File: src/rtl/radix_2_ntt_scheduler.sv
// Sequencer for an in-place radix-2 DIF NTT: issues butterfly read pairs and twiddle indices
// stage by stage, and delays the read addresses through a fixed-latency write-back line.
module radix_2_ntt_scheduler #(
    parameter int LOGN     = 8,
    parameter int PIPE_LAT = 3
) (
    input  logic                       clk,
    input  logic                       rst_n,
    input  logic                       start,
    input  logic                       stall,
    output logic                       busy,
    output logic                       done,
    output logic                       rd_valid,
    output logic [LOGN-1:0]            rd_addr_a,
    output logic [LOGN-1:0]            rd_addr_b,
    output logic [LOGN-2:0]            tw_addr,
    output logic [$clog2(LOGN)-1:0]    stage,
    output logic                       wr_valid,
    output logic [LOGN-1:0]            wr_addr_a,
    output logic [LOGN-1:0]            wr_addr_b
);

    localparam int SW = $clog2(LOGN);
    localparam int JW = LOGN - 1;
    localparam int FW = (PIPE_LAT > 1) ? $clog2(PIPE_LAT) : 1;

    localparam logic [JW-1:0] J_LAST = '1;
    localparam logic [SW-1:0] S_LAST = SW'(LOGN - 1);
    localparam logic [FW-1:0] F_LAST = FW'(PIPE_LAT - 1);

    typedef enum logic [1:0] {
        IDLE  = 2'd0,
        RUN   = 2'd1,
        FLUSH = 2'd2,
        DONE  = 2'd3
    } state_t;

    state_t          state_q, state_d;
    logic [SW-1:0]   s_q, s_d;
    logic [JW-1:0]   j_q, j_d;
    logic [FW-1:0]   f_q, f_d;

    logic [PIPE_LAT-1:0]           pv_q, pv_d;
    logic [PIPE_LAT-1:0][LOGN-1:0] pa_q, pa_d;
    logic [PIPE_LAT-1:0][LOGN-1:0] pb_q, pb_d;

    logic [JW-1:0]   k_mask;
    logic [JW-1:0]   k_val;
    logic [JW-1:0]   g_bits;
    logic [LOGN-1:0] addr_a;
    logic [LOGN-1:0] addr_b;
    logic [JW-1:0]   tw_val;
    logic            in_run;

    always_ff @(posedge clk or negedge rst_n) begin
        if (!rst_n) begin
            state_q <= IDLE;
            s_q     <= '0;
            j_q     <= '0;
            f_q     <= '0;
            pv_q    <= '0;
            pa_q    <= '0;
            pb_q    <= '0;
        end else begin
            state_q <= state_d;
            s_q     <= s_d;
            j_q     <= j_d;
            f_q     <= f_d;
            pv_q    <= pv_d;
            pa_q    <= pa_d;
            pb_q    <= pb_d;
        end
    end

    always_comb begin
        state_d = state_q;
        s_d     = s_q;
        j_d     = j_q;
        f_d     = f_q;
        case (state_q)
            IDLE: begin
                if (start) begin
                    state_d = RUN;
                    s_d     = '0;
                    j_d     = '0;
                end
            end
            RUN: begin
                if (!stall) begin
                    if (j_q == J_LAST) begin
                        state_d = FLUSH;
                        f_d     = '0;
                    end else begin
                        j_d = j_q + 1'b1;
                    end
                end
            end
            FLUSH: begin
                if (f_q == F_LAST) begin
                    if (s_q == S_LAST) begin
                        state_d = DONE;
                    end else begin
                        state_d = RUN;
                        s_d     = s_q + 1'b1;
                        j_d     = '0;
                    end
                end else begin
                    f_d = f_q + 1'b1;
                end
            end
            DONE: begin
                state_d = IDLE;
                s_d     = '0;
                j_d     = '0;
                f_d     = '0;
            end
            default: state_d = IDLE;
        endcase
    end

    // k_mask = m-1 with m = N >> (s+1); the low bits of j give k, the high bits give 2*m*g once shifted up
    always_comb begin
        k_mask = {JW{1'b1}} >> s_q;
        k_val  = j_q & k_mask;
        g_bits = j_q & ~k_mask;
        addr_a = {g_bits, 1'b0} | {1'b0, k_val};
        addr_b = addr_a + {1'b0, k_mask} + LOGN'(1);
        tw_val = k_val << s_q;
    end

    always_comb begin
        in_run    = (state_q == RUN);
        busy      = (state_q == RUN) || (state_q == FLUSH);
        done      = (state_q == DONE);
        rd_valid  = in_run && !stall;
        rd_addr_a = in_run ? addr_a : '0;
        rd_addr_b = in_run ? addr_b : '0;
        tw_addr   = in_run ? tw_val : '0;
        stage     = s_q;
    end

    // The write-back line shifts every cycle regardless of stall; bubbles carry zeroed addresses
    always_comb begin
        pv_d    = '0;
        pa_d    = '0;
        pb_d    = '0;
        pv_d[0] = rd_valid;
        pa_d[0] = rd_valid ? addr_a : '0;
        pb_d[0] = rd_valid ? addr_b : '0;
        for (int i = 1; i < PIPE_LAT; i++) begin
            pv_d[i] = pv_q[i-1];
            pa_d[i] = pa_q[i-1];
            pb_d[i] = pb_q[i-1];
        end
    end

    always_comb begin
        wr_valid  = pv_q[PIPE_LAT-1];
        wr_addr_a = pv_q[PIPE_LAT-1] ? pa_q[PIPE_LAT-1] : '0;
        wr_addr_b = pv_q[PIPE_LAT-1] ? pb_q[PIPE_LAT-1] : '0;
    end

endmodule
File: config.mk
export PLATFORM = sky130hd
export DESIGN_NAME = radix_2_ntt_scheduler
export DESIGN_NICKNAME = d
export VERILOG_FILES = /design/src/rtl/radix_2_ntt_scheduler.sv
export SDC_FILE = /design/constraint.sdc
export NUM_CORES = 1
export LEC_CHECK = 0
export BUFFER_PORTS_ARGS = -buffer_cell sky130_fd_sc_hd__clkbuf_2
export CELL_PAD_IN_SITES_DETAIL_PLACEMENT = 1
export CELL_PAD_IN_SITES_GLOBAL_PLACEMENT = 2
export CORE_ASPECT_RATIO = 0.9
export CORE_MARGIN = 3
export CORE_UTILIZATION = 36
export DETAILED_ROUTE_END_ITERATION = 10
export HOLD_SLACK_MARGIN = 0.1
export PLACE_DENSITY = 0.84
export RECOVER_POWER = 50
export SLEW_MARGIN = 15
export SYNTH_ARGS = -nofsm -noshare
export SYNTH_HDL_FRONTEND = slang
export SYNTH_SLANG_ARGS = --single-unit
File: constraint.sdc
create_clock -name clk -period 3.8 [get_ports clk]
set_input_delay 0.76 -clock clk [delete_from_list [all_inputs] [get_ports clk]]
set_output_delay 0.76 -clock clk [all_outputs]
set_load 0.01 [all_outputs]
==> results.ini <==
[status]
status=finished with violations
violations=max-capacitance violations, max-slew violations

[setup_path]
worstSetupEndpointType=output port
r2r_cells=10
start_kind=flip-flop
cp_data_arrival_time_ns=2.87
path_class=flip-flop to output port
crit_fanout=5
cp.required_ns=3.04

[finish]
syn_to_final_growth_pct=20.4
diodes=0
drive_gt1_share_pct=27.4
fin_nets=381
nFillCells=980
layout_common_cells=dfrtp_1 (62), clkbuf_2 (50), nor2_1 (25)
final_common_cell=dfrtp_1

[detailed_routing]
drc=0
drt-total-wl_um=7650
first_pass_iters=4
avgRoutedWirePerCell_um=15.9
ant_nets=0
dr_total_vias=2410
drtIter0Drc=115
viasPerCell=5.02

[floorplan]
ios=50
die_y_um=94.7
core.rowCount=31
dieArea_um2=9900
core_um2=8260
die_w_um=105
start_util_pct=38.1

[power_and_ir_drop]
p_per_area_nw_per_um2=593
vdd_drop_max_v=0.000389
leakage_nw=1.89

[timing]
tns_ns=0
fmax_ghz=0.275
finalHoldViolCount=0
holdWs_ns=0.346
grt_setup_unrepaired=yes
setup_violations=0
fin_crit_sh_pct=95.6
tightest_slew_ns=1.56
fin_crit_ns=3.63
drv_slew=66
slew_headroom_pct=-4.30
skew_ns=0.0131

[clocking]
cts_max_path_buffers=2
cts_buffers=9
cts_tree=yes
path_clk_slew_ns=0.08
cts-root-buf=clkbuf_8
insertion_delay_ns=0.33
clock_sinks=65
h-tree-depth=3

[synth]
ys_types=53
async_flop_share_pct=100
synth.yosys.seq_area_share_pct=51.7
synth_area_um2=3150
synth_compound_area_share_pct=13.4
synth_area_per_cell_um2=10.4
muxShareOfSynthArea_pct=2.31
synth_edf_count=0
ys.flop_type=dfrtp_1
synth_xor_area_share_pct=0.278
synth_fa_ha_area_share_pct=7.00
ys.warnings.count=0
ys_ff_latch=65
syn_nets=323
synth_top_family_by_area=simple AND/OR/NAND/NOR gates
synth-simple-area-share_pct=20.4
netlist_instances=302

[job]
maxCapViolCount=1

[grt]
grt_remaining_overflow=0
grt_start_max_net_pins=66
grt_pass1_vias=2398
grt_pass1_wl_um=12200
grt_use_total_pct=15.5
antenna_found_initial=0

[placement]
place_congestion=0.792
dp_hpwl_um=5570
numPortBuffers=49

[worst_hold_path]
hp-class=flip-flop to flip-flop
hold_path_depth=0

==> logic make-up (layout without fill, tap and decap cells) <==
group,Yosys count,count (layout)
adders and majority gates,17,17
buffers and inverters,30,93
AOI/OAI and AO/OA,63,63
DFF,65,65
and+or+nand+nor,119,119
muxes,7,7
xor gates and xnor gates,1,1
==> cell usage after synthesis (2+ instances only) <==
master,number,share of area (%)
a211oi_1,3,0.72
a21oi_1,21,3.3
a221o_1,2,0.64
a22oi_1,2,0.48
a31oi_1,5,0.99
and2_1,17,3.4
and3_1,3,0.60
buf_2,3,0.48
clkbuf_1,6,0.72
dfrtp_1,65,52
ha_1,16,6.4
inv_1,15,1.8
mux2_1,2,0.72
mux2i_1,5,1.6
nand2_1,22,2.6
nand2b_1,8,1.6
nand3_1,9,1.4
nor2_1,25,3.0
nor2b_1,9,1.8
nor3_1,6,0.95
nor3b_1,4,0.95
nor4_1,3,0.60
o21a_1,2,0.48
o21ai_0,11,1.7
o21ai_1,3,0.48
o31ai_1,2,0.48
o32ai_1,2,0.56
or3_1,5,0.99
or4_1,2,0.48
==> where the power goes <==
| group | total (mW) | leakage [nW] | internal, mW | switching (mW) |
|---|---|---|---|---|
| Combinational | 0.818 | 0.900 | 0.291 | 0.527 |
| Clock | 0.591 | 0.0985 | 0.322 | 0.269 |
| Sequential | 0.838 | 0.892 | 0.770 | 0.0682 |
==> layout make-up <==
class	instances	area, um2	share of cell area [%]
Sequential cell	65	1630	43.0
Multi-Input combinational cell	207	1420	37.4
Timing Repair Buffer	61	333	8.78
Tap cell	115	144	3.80
Clock buffer	10	138	3.63
Clock inverter	6	67.6	1.78
Inverter	16	60.1	1.58
==> timing repair <==
action,in CTS,in global routing
hold buffers,0,0
gates cloned,0,0
pin swaps,0,3
setup buffers,0,3
endpoints found under the setup margin,4,4
gates resized for setup,6,8
==> critical path, stage by stage (launching register included) <==
cell	delay, ns
dfrtp_2	0.44
ha_2	0.22
and2_4	0.19
a22oi_2	0.25
inv_1	0.08
ha_1	0.28
nand2_1	0.07
o21ai_2	0.20
a211oi_2	0.12
a21oi_1	0.31
mux2i_1	0.23
clkbuf_2	0.15
==> flip-flops by register name (all words and copies together) (netlist names) <==
name,count
j_q,7
stage,3
state_q,2
pa_q,8
f_q,2
pa_d,16
pb_q,8
pb_d,16
pv_q,3
==> through the flow <==
| step | std cells | utilization (%) | power (mW) | worst slack, ns | instance area, um2 |
|---|---|---|---|---|---|
| after detailed placement | 461 | 42.5 | 1.64 | 0.296 | 3510 |
| after global placement | 461 | 42.5 | 1.61 | 0.403 | 3510 |
| after global routing | 480 | 45.9 | 2.41 | -0.129 | 3790 |
| final | 480 | 45.9 | 2.25 | 0.166 | 3790 |
| after floorplan | 302 | - | 1.38 | 0.320 | 3150 |
| after CTS | 477 | 45.2 | 2.24 | 0.0152 | 3730 |
==> metal layers <==
layer	routed length [um]	global-route usage, %
met5	0	0
met3	400	4.10
met1	3570	20.9
met4	51	3.77
met2	3630	25.3
==> worst paths after layout <==
| path | startpoint | endpoint | slack (ns) |
|---|---|---|---|
| max | stage[0] | rd_addr_b[7] | 0.17 |
| max reg2reg | stage[0] | pb_d[15] | 1.13 |
| min | pb_d[17] | pb_q[17] | 0.35 |
| min in group asynchronous | rst_n | f_q[0] | 0.88 |
| max in group asynchronous | rst_n | stage[1] | 1.89 |
| min reg2reg | pb_d[17] | pb_q[17] | 0.35 |
(Power assumes the default switching activity.)
